==> src/rtl/alu_wide_op_sequencer.sv <==
// Feeds a wide operation through the Width-bit ALU slice, LS slice first, chaining carries.
// Latency SLICES cycles from accept to out_valid; in_ready held low until the result is consumed.
module alu_wide_op_sequencer #(
  parameter int Width  = 8,
  parameter int SLICES = 4
) (
  input  logic                      clk,
  input  logic                      reset,
  input  logic                      in_valid,
  output logic                      in_ready,
  input  logic [2:0]                in_opcode,
  input  logic [Width*SLICES-1:0]   in_W,
  input  logic [Width*SLICES-1:0]   in_X,
  input  logic [Width*SLICES-1:0]   in_Y,
  input  logic [Width*SLICES-1:0]   in_Z,
  output logic [Width-1:0]          alu_W,
  output logic [Width-1:0]          alu_X,
  output logic [Width-1:0]          alu_Y,
  output logic [Width-1:0]          alu_Z,
  output logic [1:0]                alu_op,
  output logic                      alu_Z_controller,
  output logic                      alu_S_controller,
  output logic                      alu_W_X_Y_controller,
  output logic [1:0]                alu_CIN_W_X_Y_CIN,
  output logic                      alu_CIN_Z_W_X_Y_CIN,
  input  logic [Width-1:0]          alu_S,
  input  logic [1:0]                alu_COUT_W_X_Y_CIN,
  input  logic                      alu_COUT_Z_W_X_Y_CIN,
  output logic                      out_valid,
  input  logic                      out_ready,
  output logic [Width*SLICES-1:0]   out_result,
  output logic [2:0]                out_carry
);

  localparam int TOTAL = Width * SLICES;
  localparam int KW    = (SLICES > 1) ? $clog2(SLICES) : 1;

  typedef enum logic [1:0] {IDLE, ISSUE, DONE} state_t;

  state_t            state_q, state_d;
  logic [KW-1:0]     k_q, k_d;
  logic [TOTAL-1:0]  w_q, w_d, x_q, x_d, y_q, y_d, z_q, z_d;
  logic [TOTAL-1:0]  res_q, res_d;
  logic [1:0]        c1_q, c1_d;
  logic              c2_q, c2_d;
  logic [Width-1:0]  alu_w_q, alu_w_d, alu_x_q, alu_x_d, alu_y_q, alu_y_d, alu_z_q, alu_z_d;
  logic [1:0]        op_q, op_d;
  logic              zc_q, zc_d, sc_q, sc_d;
  logic [1:0]        cin1_q, cin1_d;
  logic              cin2_q, cin2_d;

  logic              use_w, use_y, sub, sc, logic_op;
  logic [1:0]        op;
  logic [TOTAL-1:0]  w_full, y_full;

  always_comb begin
    state_d = state_q;
    k_d     = k_q;
    w_d     = w_q;
    x_d     = x_q;
    y_d     = y_q;
    z_d     = z_q;
    res_d   = res_q;
    c1_d    = c1_q;
    c2_d    = c2_q;
    alu_w_d = alu_w_q;
    alu_x_d = alu_x_q;
    alu_y_d = alu_y_q;
    alu_z_d = alu_z_q;
    op_d    = op_q;
    zc_d    = zc_q;
    sc_d    = sc_q;
    cin1_d  = cin1_q;
    cin2_d  = cin2_q;
    use_w   = 1'b0;
    use_y   = 1'b0;
    sub     = 1'b0;
    sc      = 1'b0;
    op      = 2'b00;
    w_full  = '0;
    y_full  = '0;
    logic_op = (op_q != 2'b00);

    case (in_opcode)
      3'd1:    sub = 1'b1;
      3'd2:    begin use_w = 1'b1; use_y = 1'b1; end
      3'd3:    begin use_y = 1'b1; op = 2'b01; end
      3'd4:    op = 2'b10;
      3'd5:    op = 2'b11;
      3'd6:    begin op = 2'b10; sc = 1'b1; end
      3'd7:    begin op = 2'b11; sc = 1'b1; end
      default: ;
    endcase

    case (state_q)
      IDLE: begin
        if (in_valid) begin
          state_d = ISSUE;
          k_d     = '0;
          c1_d    = 2'b00;
          c2_d    = 1'b0;
          w_full  = use_w ? in_W : '0;
          y_full  = use_y ? in_Y : '0;
          // Slice 0 goes straight onto the ALU; the registers keep the remaining slices.
          alu_w_d = w_full[Width-1:0];
          alu_x_d = in_X[Width-1:0];
          alu_y_d = y_full[Width-1:0];
          alu_z_d = in_Z[Width-1:0];
          w_d     = w_full >> Width;
          x_d     = in_X >> Width;
          y_d     = y_full >> Width;
          z_d     = in_Z >> Width;
          op_d    = op;
          zc_d    = sub;
          sc_d    = sc;
          cin1_d  = 2'b00;
          cin2_d  = sub;
        end
      end
      ISSUE: begin
        for (int i = 0; i < SLICES; i++) begin
          if (k_q == KW'(i)) res_d[i*Width +: Width] = alu_S;
        end
        // Logic ops produce no meaningful carries; keep them out of the chain and the report.
        c1_d = logic_op ? 2'b00 : alu_COUT_W_X_Y_CIN;
        c2_d = logic_op ? 1'b0  : alu_COUT_Z_W_X_Y_CIN;
        if (k_q == KW'(SLICES - 1)) begin
          state_d = DONE;
          alu_w_d = '0;
          alu_x_d = '0;
          alu_y_d = '0;
          alu_z_d = '0;
          op_d    = 2'b00;
          zc_d    = 1'b0;
          sc_d    = 1'b0;
          cin1_d  = 2'b00;
          cin2_d  = 1'b0;
        end else begin
          k_d     = k_q + KW'(1);
          alu_w_d = w_q[Width-1:0];
          alu_x_d = x_q[Width-1:0];
          alu_y_d = y_q[Width-1:0];
          alu_z_d = z_q[Width-1:0];
          w_d     = w_q >> Width;
          x_d     = x_q >> Width;
          y_d     = y_q >> Width;
          z_d     = z_q >> Width;
          cin1_d  = c1_d;
          cin2_d  = c2_d;
        end
      end
      DONE: begin
        if (out_ready) state_d = IDLE;
      end
      default: state_d = IDLE;
    endcase
  end

  always_ff @(posedge clk) begin
    if (reset) begin
      state_q <= IDLE;
      k_q     <= '0;
      w_q     <= '0;
      x_q     <= '0;
      y_q     <= '0;
      z_q     <= '0;
      res_q   <= '0;
      c1_q    <= 2'b00;
      c2_q    <= 1'b0;
      alu_w_q <= '0;
      alu_x_q <= '0;
      alu_y_q <= '0;
      alu_z_q <= '0;
      op_q    <= 2'b00;
      zc_q    <= 1'b0;
      sc_q    <= 1'b0;
      cin1_q  <= 2'b00;
      cin2_q  <= 1'b0;
    end else begin
      state_q <= state_d;
      k_q     <= k_d;
      w_q     <= w_d;
      x_q     <= x_d;
      y_q     <= y_d;
      z_q     <= z_d;
      res_q   <= res_d;
      c1_q    <= c1_d;
      c2_q    <= c2_d;
      alu_w_q <= alu_w_d;
      alu_x_q <= alu_x_d;
      alu_y_q <= alu_y_d;
      alu_z_q <= alu_z_d;
      op_q    <= op_d;
      zc_q    <= zc_d;
      sc_q    <= sc_d;
      cin1_q  <= cin1_d;
      cin2_q  <= cin2_d;
    end
  end

  assign in_ready             = (state_q == IDLE);
  assign out_valid            = (state_q == DONE);
  assign out_result           = res_q;
  assign out_carry            = {c1_q, c2_q};
  assign alu_W                = alu_w_q;
  assign alu_X                = alu_x_q;
  assign alu_Y                = alu_y_q;
  assign alu_Z                = alu_z_q;
  assign alu_op               = op_q;
  assign alu_Z_controller     = zc_q;
  assign alu_S_controller     = sc_q;
  assign alu_W_X_Y_controller = 1'b0;
  assign alu_CIN_W_X_Y_CIN    = cin1_q;
  assign alu_CIN_Z_W_X_Y_CIN  = cin2_q;

endmodule

==> config.mk <==
export PLATFORM = sky130hd
export DESIGN_NAME = alu_wide_op_sequencer
export DESIGN_NICKNAME = d
export VERILOG_FILES = /design/src/rtl/alu_wide_op_sequencer.sv
export SDC_FILE = /design/constraint.sdc
export NUM_CORES = 1
export LEC_CHECK = 0
export BUFFER_PORTS_ARGS = -buffer_cell sky130_fd_sc_hd__buf_2
export CAP_MARGIN = 15
export CORE_UTILIZATION = 45
export DETAILED_ROUTE_END_ITERATION = 8
export GPL_TIMING_DRIVEN = 0
export HOLD_SLACK_MARGIN = 0.05
export PLACE_DENSITY = 0.73
export SKIP_CTS_REPAIR_TIMING = 1
export SLEW_MARGIN = 0
export SYNTH_ARGS = -nofsm -noshare
export SYNTH_HDL_FRONTEND = slang
export SYNTH_SLANG_ARGS = --single-unit
==> constraint.sdc <==
create_clock -name clk -period 1.9 [get_ports clk]
set_input_delay 0.095 -clock clk [delete_from_list [all_inputs] [get_ports clk]]
set_output_delay 0.095 -clock clk [all_outputs]
set_load 0.02 [all_outputs]
==> impl_metrics.env <==
export IMPL_hold_depth=3
export IMPL_post_drt_wl_per_cell_um=17.6
export IMPL_clk_pin_slew_ns=0.07
export IMPL_synth_most_common_cell="dfxtp_1"
export IMPL_vias=7872
export IMPL_start_util=0.461
export IMPL_synth_seq_cells=174
export IMPL_synth_common_cells="dfxtp_1 (174), nor2_1 (151), nand2_1 (135)"
export IMPL_yosysTopAreaCellShare=0.475
export IMPL_hold_start="in_Y[0]"
export IMPL_synth_area_mm2=0.00733
export IMPL_drt_pass1_iter_count=5
export IMPL_hold_class="in2reg"
export IMPL_muxShareOfSynthArea=0
export IMPL_grt_overflow_total=0
export IMPL_coreArea_mm2=0.0159
export IMPL_cp_arrival_ns=2.16
export IMPL_worst_setup_path_end_kind="flop"
export IMPL_fillCellCount=1322
export IMPL_p_per_area_mw_per_mm2=896
export IMPL_drt_iter0_drc=757
export IMPL_timing_final_crit_share=0.973
export IMPL_synth_xor_area_frac=0
export IMPL_ios=223
export IMPL_routed_wl_um=25300
export IMPL_r2r_end="z_q[10]"
export IMPL_synthFlopType="dfxtp_1"
export IMPL_port_buffer_count=220
export IMPL_layout_min_cycle_time_ns=1.85
export IMPL_clock_latency_ns=0.43
export IMPL_grt_pass1_vias=6655
export IMPL_r2r_start="k_q[0]"
export IMPL_synth_avg_cell_area_um2=8.54
export IMPL_path_max_fanout=10
export IMPL_min_to="alu_Y[0]"
export IMPL_start_kind="flop"
export IMPL_num_nets_final=1357
export IMPL_setup_violations=0
export IMPL_antenna_left=0
export IMPL_synth_compound_area_share=0.194
export IMPL_drv_slew=0
export IMPL_hold_violations=1
export IMPL_violations="hold timing"
export IMPL_via_per_inst=5.47
export IMPL_worst_slew_pin_slew_ns=0.689
export IMPL_synth_top_family_by_area="simple AND/OR/NAND/NOR gates"
export IMPL_finClkSkew_ns=0.00642
export IMPL_dieArea_mm2=0.0168
export IMPL_place_congestion=0.821
export IMPL_leakagePower_nw=4.48
export IMPL_synth_warnings=0
export IMPL_syn_to_final_growth_pct=42.5
export IMPL_die_w_um=130
export IMPL_reg2reg_slack_ns=0.05
export IMPL_fmaxAchievable_mhz=541
export IMPL_crit_type="reg2reg"
export IMPL_cts_made_buffers=17
export IMPL_layout_drive_gt1_share=0.298
export IMPL_slew_headroom=0.541
export IMPL_tns_ns=0
export IMPL_die_h_um=130
export IMPL_cp_required_ns=2.21
export IMPL_yosys_cell_types_count=35
export IMPL_clock_sinks=174
export IMPL_track_usage=0.274
export IMPL_cts_tree="yes"
export IMPL_drc_errors=0
export IMPL_yosys_area_top_type="dfxtp_1"
export IMPL_placed_area_mm2=0.00870
export IMPL_syn_nets=1008
export IMPL_ys_seq_area_frac=0.475
export IMPL_dp_hpwl_um=17100
export IMPL_synth_area_top_cells="dfxtp_1 (48%), nor2_1 (7.7%), nand2_1 (6.9%)"
export IMPL_synthArstFlopShare=0
export IMPL_hold_ws_ns=-0.00569
export IMPL_peakVddDrop_uv=750
export IMPL_rows=46
export IMPL_maxCapViolations=0
export IMPL_synth_edff_count=0
export IMPL_grt_pass1_wl_um=34900
export IMPL_synthCells=858
export IMPL_yosys_area_share_simple=0.265
export IMPL_synthAdderAreaFrac=0.00683
export IMPL_antenna_found_initial=2
export IMPL_h_tree_depth=4
export IMPL_clk_path_buf_depth=2
export IMPL_setup_worst_path_start="k_q[0]"
export IMPL_ctsRootBufferMaster="clkbuf_16"
export IMPL_fin_area_mm2=0.0104
export IMPL_status="complete, but fails checks"
export IMPL_reg2reg_depth=6
export IMPL_grt_max_degree=18
## where the power goes
group | switching [mW] | leakage, nW | internal [mW]
logic | 1.00 | 2.76 | 0.724
registers | 0.158 | 1.43 | 3.90
clock network | 1.59 | 0.294 | 1.98
## critical path, cell delays in order, from the launching register on
cell and delay (ns):
dfxtp_2 0.35, ha_2 0.22, nand2b_1 0.20, a21oi_4 0.23
buf_2 0.30, nor2_1 0.09, a311oi_1 0.34
## cell usage in the layout (no fill, tap or decap), drive strengths merged, types with 2 or more instances in the layout
cell         count
buf            265
dfxtp          174
nor2           154
nand2          135
dlygate4sd3    110
nor3            67
clkbuf          54
a221oi          48
a21oi           46
nand3           34
a311oi          33
a22oi           28
nor2b           19
o22ai           16
inv             11
nand2b           5
ha               4
a32oi            3
clkinv           3
diode            2
bufinv           2
## sequential cells by signal, summed over array words and instances (netlist names)
| name | flops |
|---|---|
| out_result | 32 |
| w_q | 24 |
| x_q | 24 |
| y_q | 24 |
| z_q | 24 |
| alu_W | 8 |
| alu_X | 8 |
| alu_Y | 8 |
| alu_Z | 8 |
| alu_CIN_W_X_Y_CIN | 2 |
| alu_op | 2 |
| c1_q | 2 |
| k_q | 2 |
| state_q | 2 |
| alu_CIN_Z_W_X_Y_CIN | 1 |
| alu_S_controller | 1 |
| alu_Z_controller | 1 |
| c2_q | 1 |
## layout make-up
class	instances	area (um2)	share of cell area
multi-input combinational	600	3440	0.330
inverter	2	7.51	0.000719
timing repair buffer	330	2200	0.211
antenna	2	5.00	0.000479
buffer	82	435	0.0417
clock buffer	17	425	0.0407
sequential	174	3480	0.334
clock inverter	15	170	0.0163
tap	216	270	0.0259
## per-layer routing
| layer | wire (um) | vias to the layer above | share of wire | GRT usage |
|---|---|---|---|---|
| li1 | - | 3733 | - | - |
| met1 | 10600 | 3646 | 0.42 | 0.349 |
| met2 | 11600 | 422 | 0.46 | 0.442 |
| met3 | 2180 | 71 | 0.086 | 0.0780 |
| met4 | 826 | 0 | 0.033 | 0.0971 |
| met5 | 0 | - | 0 | 0 |
## worst max path at each step
stage | to | slack [ns] | cells past startpoint
2_1_floorplan | x_q[17] | 0.35 | 7
5_1_grt | z_q[10] | -0.17 | 6
4_1_cts | w_q[20] | -0.13 | 6
3_5_place_dp | w_q[20] | -0.11 | 6
6_report | z_q[10] | 0.05 | 6
3_3_place_gp | w_q[17] | -0.1 | 6
## per-stage QoR
step	setup slack (ns)	std cells	power, mW	util
floorplan	0.354	858	5.06	-
global placement	-0.0967	1294	5.59	0.548
detailed placement	-0.106	1294	5.61	0.548
CTS	-0.126	1326	9.14	0.585
global route	-0.168	1438	9.68	0.657
finish	0.0517	1438	9.35	0.657
## cells by family after synthesis
logic type                 after synthesis
adders and majority gates                4
buffers and inverters                   84
AOI/OAI and AO/OA                      175
and+or+nand+nor                        420
other                                    1
DFF                                    174
Note: power is estimated with default switching activity, not from simulation.
